==> config.mk <==
export PLATFORM = sky130hd
export DESIGN_NAME = dmem_responder
export DESIGN_NICKNAME = d
export VERILOG_FILES = /design/src/rtl/dmem_responder.sv
export SDC_FILE = /design/constraint.sdc
export NUM_CORES = 2
export LEC_CHECK = 0
export CAP_MARGIN = 20
export CORE_ASPECT_RATIO = 0.9
export CORE_MARGIN = 8
export CORE_UTILIZATION = 34
export DETAILED_ROUTE_END_ITERATION = 12
export GPL_TIMING_DRIVEN = 1
export PLACE_DENSITY = 0.46
export SLEW_MARGIN = 10
export SYNTH_ARGS = -nofsm -noshare
export SYNTH_HDL_FRONTEND = slang
export SYNTH_SLANG_ARGS = --single-unit
==> constraint.sdc <==
create_clock -name w_clk -period 10.6 [get_ports w_clk]
set_clock_uncertainty 0.2 [all_clocks]
set_input_delay 2.12 -clock w_clk [delete_from_list [all_inputs] [get_ports w_clk]]
set_output_delay 2.12 -clock w_clk [all_outputs]
set_load 0.02 [all_outputs]
==> src/rtl/dmem_responder.sv <==
// dmem_responder: load/store target with fixed access latency and a valid/ready response
module dmem_responder #(
   parameter int ADDR_WORDS = 64,
   parameter int LATENCY    = 2
) (
   input  logic        w_clk,
   input  logic        w_rst,
   input  logic        w_req_valid,
   output logic        w_req_ready,
   input  logic        w_req_we,
   input  logic [31:0] w_req_addr,
   input  logic [31:0] w_req_wdata,
   input  logic [1:0]  w_req_size,
   input  logic        w_req_unsigned,
   output logic        w_resp_valid,
   input  logic        w_resp_ready,
   output logic [31:0] w_resp_rdata,
   output logic        w_resp_err
);
   localparam int IW = $clog2(ADDR_WORDS);
   typedef enum logic [1:0] {IDLE, WAIT, RESP} state_t;
   state_t state, next;
   logic [3:0] cnt;
   logic we_q, uns_q;
   logic [31:0] addr_q, wdata_q;
   logic [1:0] size_q;
   logic [31:0] mem [ADDR_WORDS] = '{default: '0};
   logic [IW-1:0] idx;
   logic [31:0] word, load, wide;
   logic [7:0] byte_v;
   logic [15:0] half_v;
   logic [3:0] be;
   logic err, commit;
   always_ff @(posedge w_clk)
      state <= w_rst ? IDLE : next;
   always_comb
      next = state == IDLE ? (w_req_valid ? WAIT : IDLE) :
             state == WAIT ? (cnt == 4'd0 ? RESP : WAIT) :
             state == RESP ? (w_resp_ready ? IDLE : RESP) : IDLE;
   always_comb begin
      w_req_ready  = state == IDLE;
      w_resp_valid = state == RESP;
   end
   always_comb begin
      commit = state == WAIT && cnt == 4'd0;
      idx    = addr_q[IW+1:2];
      err    = size_q == 2'b11 || (size_q == 2'b01 && addr_q[0]) ||
               (size_q == 2'b10 && addr_q[1:0] != 2'b00) || addr_q >= 32'(ADDR_WORDS * 4);
      word   = mem[idx];
      byte_v = word[{addr_q[1:0], 3'b000} +: 8];
      half_v = word[{addr_q[1], 4'b0000} +: 16];
      load   = size_q == 2'b00 ? {{24{~uns_q & byte_v[7]}}, byte_v} :
               size_q == 2'b01 ? {{16{~uns_q & half_v[15]}}, half_v} : word;
      be     = size_q == 2'b00 ? 4'b0001 << addr_q[1:0] :
               size_q == 2'b01 ? (addr_q[1] ? 4'b1100 : 4'b0011) : 4'b1111;
      wide   = size_q == 2'b00 ? {4{wdata_q[7:0]}} :
               size_q == 2'b01 ? {2{wdata_q[15:0]}} : wdata_q;
   end
   always_ff @(posedge w_clk) begin
      if (w_rst) begin
         cnt          <= 4'd0;
         w_resp_rdata <= 32'd0;
         w_resp_err   <= 1'b0;
      end else begin
         if (state == IDLE && w_req_valid) begin
            we_q    <= w_req_we;
            addr_q  <= w_req_addr;
            wdata_q <= w_req_wdata;
            size_q  <= w_req_size;
            uns_q   <= w_req_unsigned;
            cnt     <= 4'(LATENCY - 1);
         end else if (state == WAIT && cnt != 4'd0)
            cnt <= cnt - 4'd1;
         if (commit) begin
            w_resp_rdata <= (err || we_q) ? 32'd0 : load;
            w_resp_err   <= err;
         end else if (state == RESP && w_resp_ready) begin
            w_resp_rdata <= 32'd0;
            w_resp_err   <= 1'b0;
         end
      end
   end
   // Storage is deliberately outside reset; reset only blocks a pending commit.
   always_ff @(posedge w_clk)
      if (!w_rst && commit && we_q && !err)
         for (int i = 0; i < 4; i++)
            if (be[i]) mem[idx][8*i +: 8] <= wide[8*i +: 8];
endmodule

# Word-level counts from Yosys, hierarchy flattened
# Memories as Yosys holds them, arrays and structs flattened. A register that Yosys moved wholly into a read port is not among the register bits.
# Index checks and enable logic that the tools add are counted.
# W data, S select, Z words.
[totals]
n_memories = 1
ramBits = 2048
out_inout_bits = 35
input_bits = 72
wordCells = 82
reg_bits = 107
[classes]
shifts = 3
mux = 33
magnitude_cmp = 1
n_eq_ne = 5
n_bitwise = 4
n_reduce_logical = 24
n_addsub = 1
[mem_list]
columns = ["name", "depth", "word_bits", "rd", "rd_clocked_by_memory_dff", "write_ports", "line_no", "rtl"]
rows = [
  ["mem", 64, 32, 1, 1, 1, "27", "logic [31:0] mem [ADDR_WORDS] = '{default: '0};"],
]
[op_table]
columns = ["cell", "count"]
rows = [
  ["$mux W32", 7],
  ["$ge A32 B9 Y1 const B", 1],
  ["$shiftx A32 B6 Y16", 1],
  ["$shiftx A32 B6 Y8", 1],
  ["$mux W1", 17],
  ["$mux W4", 3],
  ["$mux W2", 5],
  ["$logic_and A1 B1 Y1", 9],
  ["$eq A2 B2 Y1 const B", 3],
  ["$mux W6", 1],
  ["$reduce_bool A2 Y1", 3],
  ["$eq A2 B1 Y1 const B", 2],
  ["$logic_not A2 Y1", 2],
  ["$logic_not A4 Y1", 1],
  ["$logic_or A1 B1 Y1", 4],
  ["$reduce_bool A4 Y1", 1],
  ["$shl A1 B2 Y4 const A", 1],
  ["$sub A4 B1 Y4 const B", 1],
  ["$and A1 B1 Y1", 2],
  ["$logic_not A1 Y1", 2],
  ["$not A1 Y1", 2],
  ["$reduce_and A2 Y1", 1],
  ["$reduce_or A2 Y1", 1],
]

# Depth between registers and ports, before layout
[depth]
ltp_word = 9
depth_mapped = 15
ltp_nobuf = 9

# Worst setup path after synthesis
# Ideal clock, no wire load.
[synth_timing]
path_type = "in2reg"
startpoint = "input port w_req_valid"
endpoint = "register (tool-made name)"
stages = 3
n_path_buf = 0
required_ps = 10326
setup_ps = 74
arrival_time_ps = 5890
setup_slack_ps = 4436
cell_sequence = "nand2_1 -> nor2_1 -> mux2_2"
[synth_lines]
columns = ["item", "line_no", "rtl"]
rows = [
  ["start: declaration", "8", "input logic w_req_valid,"],
]

==> run_results.csv <==
group,metric,value,unit
cells_and_area,regArea,64500,sq um
synth,synth_edf_count,2116,
clocking,clockRootBuffer,"clkbuf_16",
cells_and_area,multiInputGateArea,18600,sq um
clocking,clock_sinks,2161,
power,p_switching,4.42,mW
floorplan,die_y,488,um
worst_setup_path,critPathRequiredTime,11.08,ns
cells_and_area,final_nets,4380,
power,power,19.0,mW
power,p_comb_share,8.0,%
sta,clock.fmax,0.173,GHz
floorplan,die_area,264000,sq um
place,port_buffers,106,
worst_setup_path,crit_arrival,6.25,ns
cells_and_area,syn_to_final_growth,14.7,%
run,drv_cap,0,
routing,routed_via_density,5.66,
synth,synth_warnings,0,
routing,drcViolationCount,0,
worst_hold_path,min-delay-path-class,"reg -> reg",
clocking,clock_path_buffers,3,
synth,yosysTopAreaCellShare,75.4,%
place,gp_congestion,0.861,
clocking,cts_tree,"done",
outcome,status,"finished, final reports clean",
synth,yosys.area.top_type,"edfxtp_1",
sta,setup_ws,4.83,ns
routing,drt_iter0_drc,5720,
place,dp_hpwl,181,mm
place,dpl_worst_slack,4.89,ns
cells_and_area,layout-drive-gt1-share,21.6,%
global_route,grt.overflow.total,0,
sta,tightestPinTransition,1.21,ns
synth,synth_cell_types,72,
synth,synthesis.area,84300,sq um
clocking,insertion_delay,0.87,ns
sta,slew_headroom,18.9,%
synth,synth.most_common_cell,"edfxtp_1",
sta,rsz0062_at_grt,"no",
clocking,path_clk_slew,0.06,ns
power,p_seq_share,50.0,%
clocking,hold_buffers,0,
worst_setup_path,crit_path_max_fanout,42,
power,p_per_area,196,nW/um^2
sta,slew_viol_final,0,
routing,route.vias.total,43900,
sta,fin_tns_setup,0,ns
floorplan,core,247000,sq um
floorplan,io_pins,107,
routing,wirelength,283,mm
synth,synth.yosys.seq_area_share,76.4,%
synth,syn-num-nets,4172,
synth,ys_top_cells_by_area,"edfxtp_1 75%, mux4_2 13%, mux2i_1 2.0%",
routing,first_pass_iters,6,
sta,fin_crit_sh,54.4,%
sta,finalHoldViolations,0,
floorplan,dieWidth,541,um
synth,synth-async-reset-ratio,0,%
cells_and_area,design_area,96700,sq um
global_route,grt_usage,20.9,%
place,place_area,89200,sq um
worst_setup_path,start_kind,"flip-flop",
synth,ys_ff_latch,2161,
floorplan,initial_core_util,34.2,%
synth,synth.avg_cell_area,20.6,sq um
worst_setup_path,crit_type,"reg -> reg",
sta,setup_viol,0,
global_route,grt_max_degree,112,
global_route,antenna_found_initial,36,
clocking,htree_levels,4,
worst_setup_path,end_kind,"flip-flop",
cells_and_area,fillers,22000,
power,p_leak,30.0,nW
power,p_int,14.6,mW
synth,postSynthCellCount,4099,
worst_setup_path,ff2ff_setup_slack,4.83,ns
clocking,post_cts_buffers,0,
floorplan,std_cell_rows,173,
clocking,ctsResizeCount,0,
place,place_inst,7314,
power,p_clk_share,42.0,%
power,p_sw_share,23.3,%
global_route,grt_pass1_wl,383,mm
routing,wl_per_cell,36.5,um
synth,synthFlopType,"edfxtp_1",
routing,final_antenna_net_count,0,
clocking,cts_made_buffers,227,
global_route,grt_pass1_vias,43100,
synth,ys_top_cells_by_count,"2116 x edfxtp_1, 471 x mux4_2, 304 x nor2_1, 192 x nand2_1, 166 x mux2i_1",
sta,period_needed,5.77,ns
cells_and_area,stdcell_count,7752,
power,peakVddDrop,0.144,mV
power groups by stage:
stage	registers [mW]	logic, mW	clock network [mW]
2_1_floorplan	9.66	0.875	0
3_3_place_gp	9.67	1.52	0
3_5_place_dp	9.67	1.52	0
4_1_cts	9.49	1.52	8.12
5_1_grt	9.48	1.57	8.41
6_report	9.49	1.52	7.98
through the flow:
step / utilization, % / hold WS (ns)
after floorplan: - / 0.280
after global placement: 36.1 / 0.270
after global routing: 39.2 / 0.316
after CTS: 39.2 / 0.281
after detailed placement: 36.2 / 0.273
final: 39.2 / 0.278
cell families after synthesis:
logic type               Yosys count  share of synthesized area, %
flip-flops                      2161                          76.4
XOR/XNOR                           3                        0.0312
AO/OA/AOI/OAI                    394                          3.54
AND/OR/NAND/NOR                  620                          3.12
buffers and inverters            253                          1.80
multiplexers                     667                          15.1
adder cells (fa/ha/maj)            1                        0.0148
worst max-delay path, stage by stage, from the launching register on:
cell and delay, ns:
dfxtp_4 0.65, buf_4 0.75, buf_4 0.77, mux4_2 0.59
mux2i_1 0.19, nor2_1 0.14, o311ai_1 0.85, o22ai_1 0.27
a32oi_2 0.82, o211ai_1 0.19
layout make-up:
cell class	count	share of cell area (%)
sequential	2161	66.7
multi-input combinational	1685	19.3
clock buffer	284	6.20
tap	3237	4.19
timing repair buffer	223	2.15
clock inverter	133	1.45
antenna	20	0.0518
inverter	9	0.0362
sequential cells by signal, summed over array words and instances (netlist names), named ones only:
register / count
cnt: 4
w_resp_err: 1
w_resp_rdata: 32
mem: 2048
state: 2
size_q: 2
uns_q: 1
wdata_q: 32
addr_q: 32
we_q: 1
per-layer routing:
layer / GRT usage [%] / wire length, um / vias to the layer above / part of all wire [%]
met5: 0 / 21 / - / 0.0074
met4: 7.95 / 11500 / 4 / 4.1
met3: 4.34 / 22500 / 398 / 8.0
met2: 30.6 / 123000 / 2208 / 44
met1: 30.7 / 126000 / 23800 / 44
li1: - / - / 17500 / -
final timing paths:
kind	from	to	cells past startpoint
max	flip-flop	w_resp_rdata[21]	9
min	w_resp_err	w_resp_err	2
max reg2reg	flip-flop	w_resp_rdata[21]	9
min reg2reg	w_resp_err	w_resp_err	2
cells in the final DEF, fill, tap and decap left out, types with 32 or more instances in the layout:
cell             synthesis  layout
nor2_1                 304     300
a22o_1                  40      40
a221oi_1                41      41
dfxtp_1                 45      40
a22oi_1                138     138
mux2i_1                166     166
mux4_2                 471     471
clkinv_1                 0      59
clkbuf_1                94      50
clkinv_2                 0      32
edfxtp_1              2116    2116
a21oi_1                 42      42
clkdlybuf4s50_1          0     106
buf_4                   35     109
clkbuf_16                0     230
nand2_1                192     184
(Power assumes the default switching activity.)
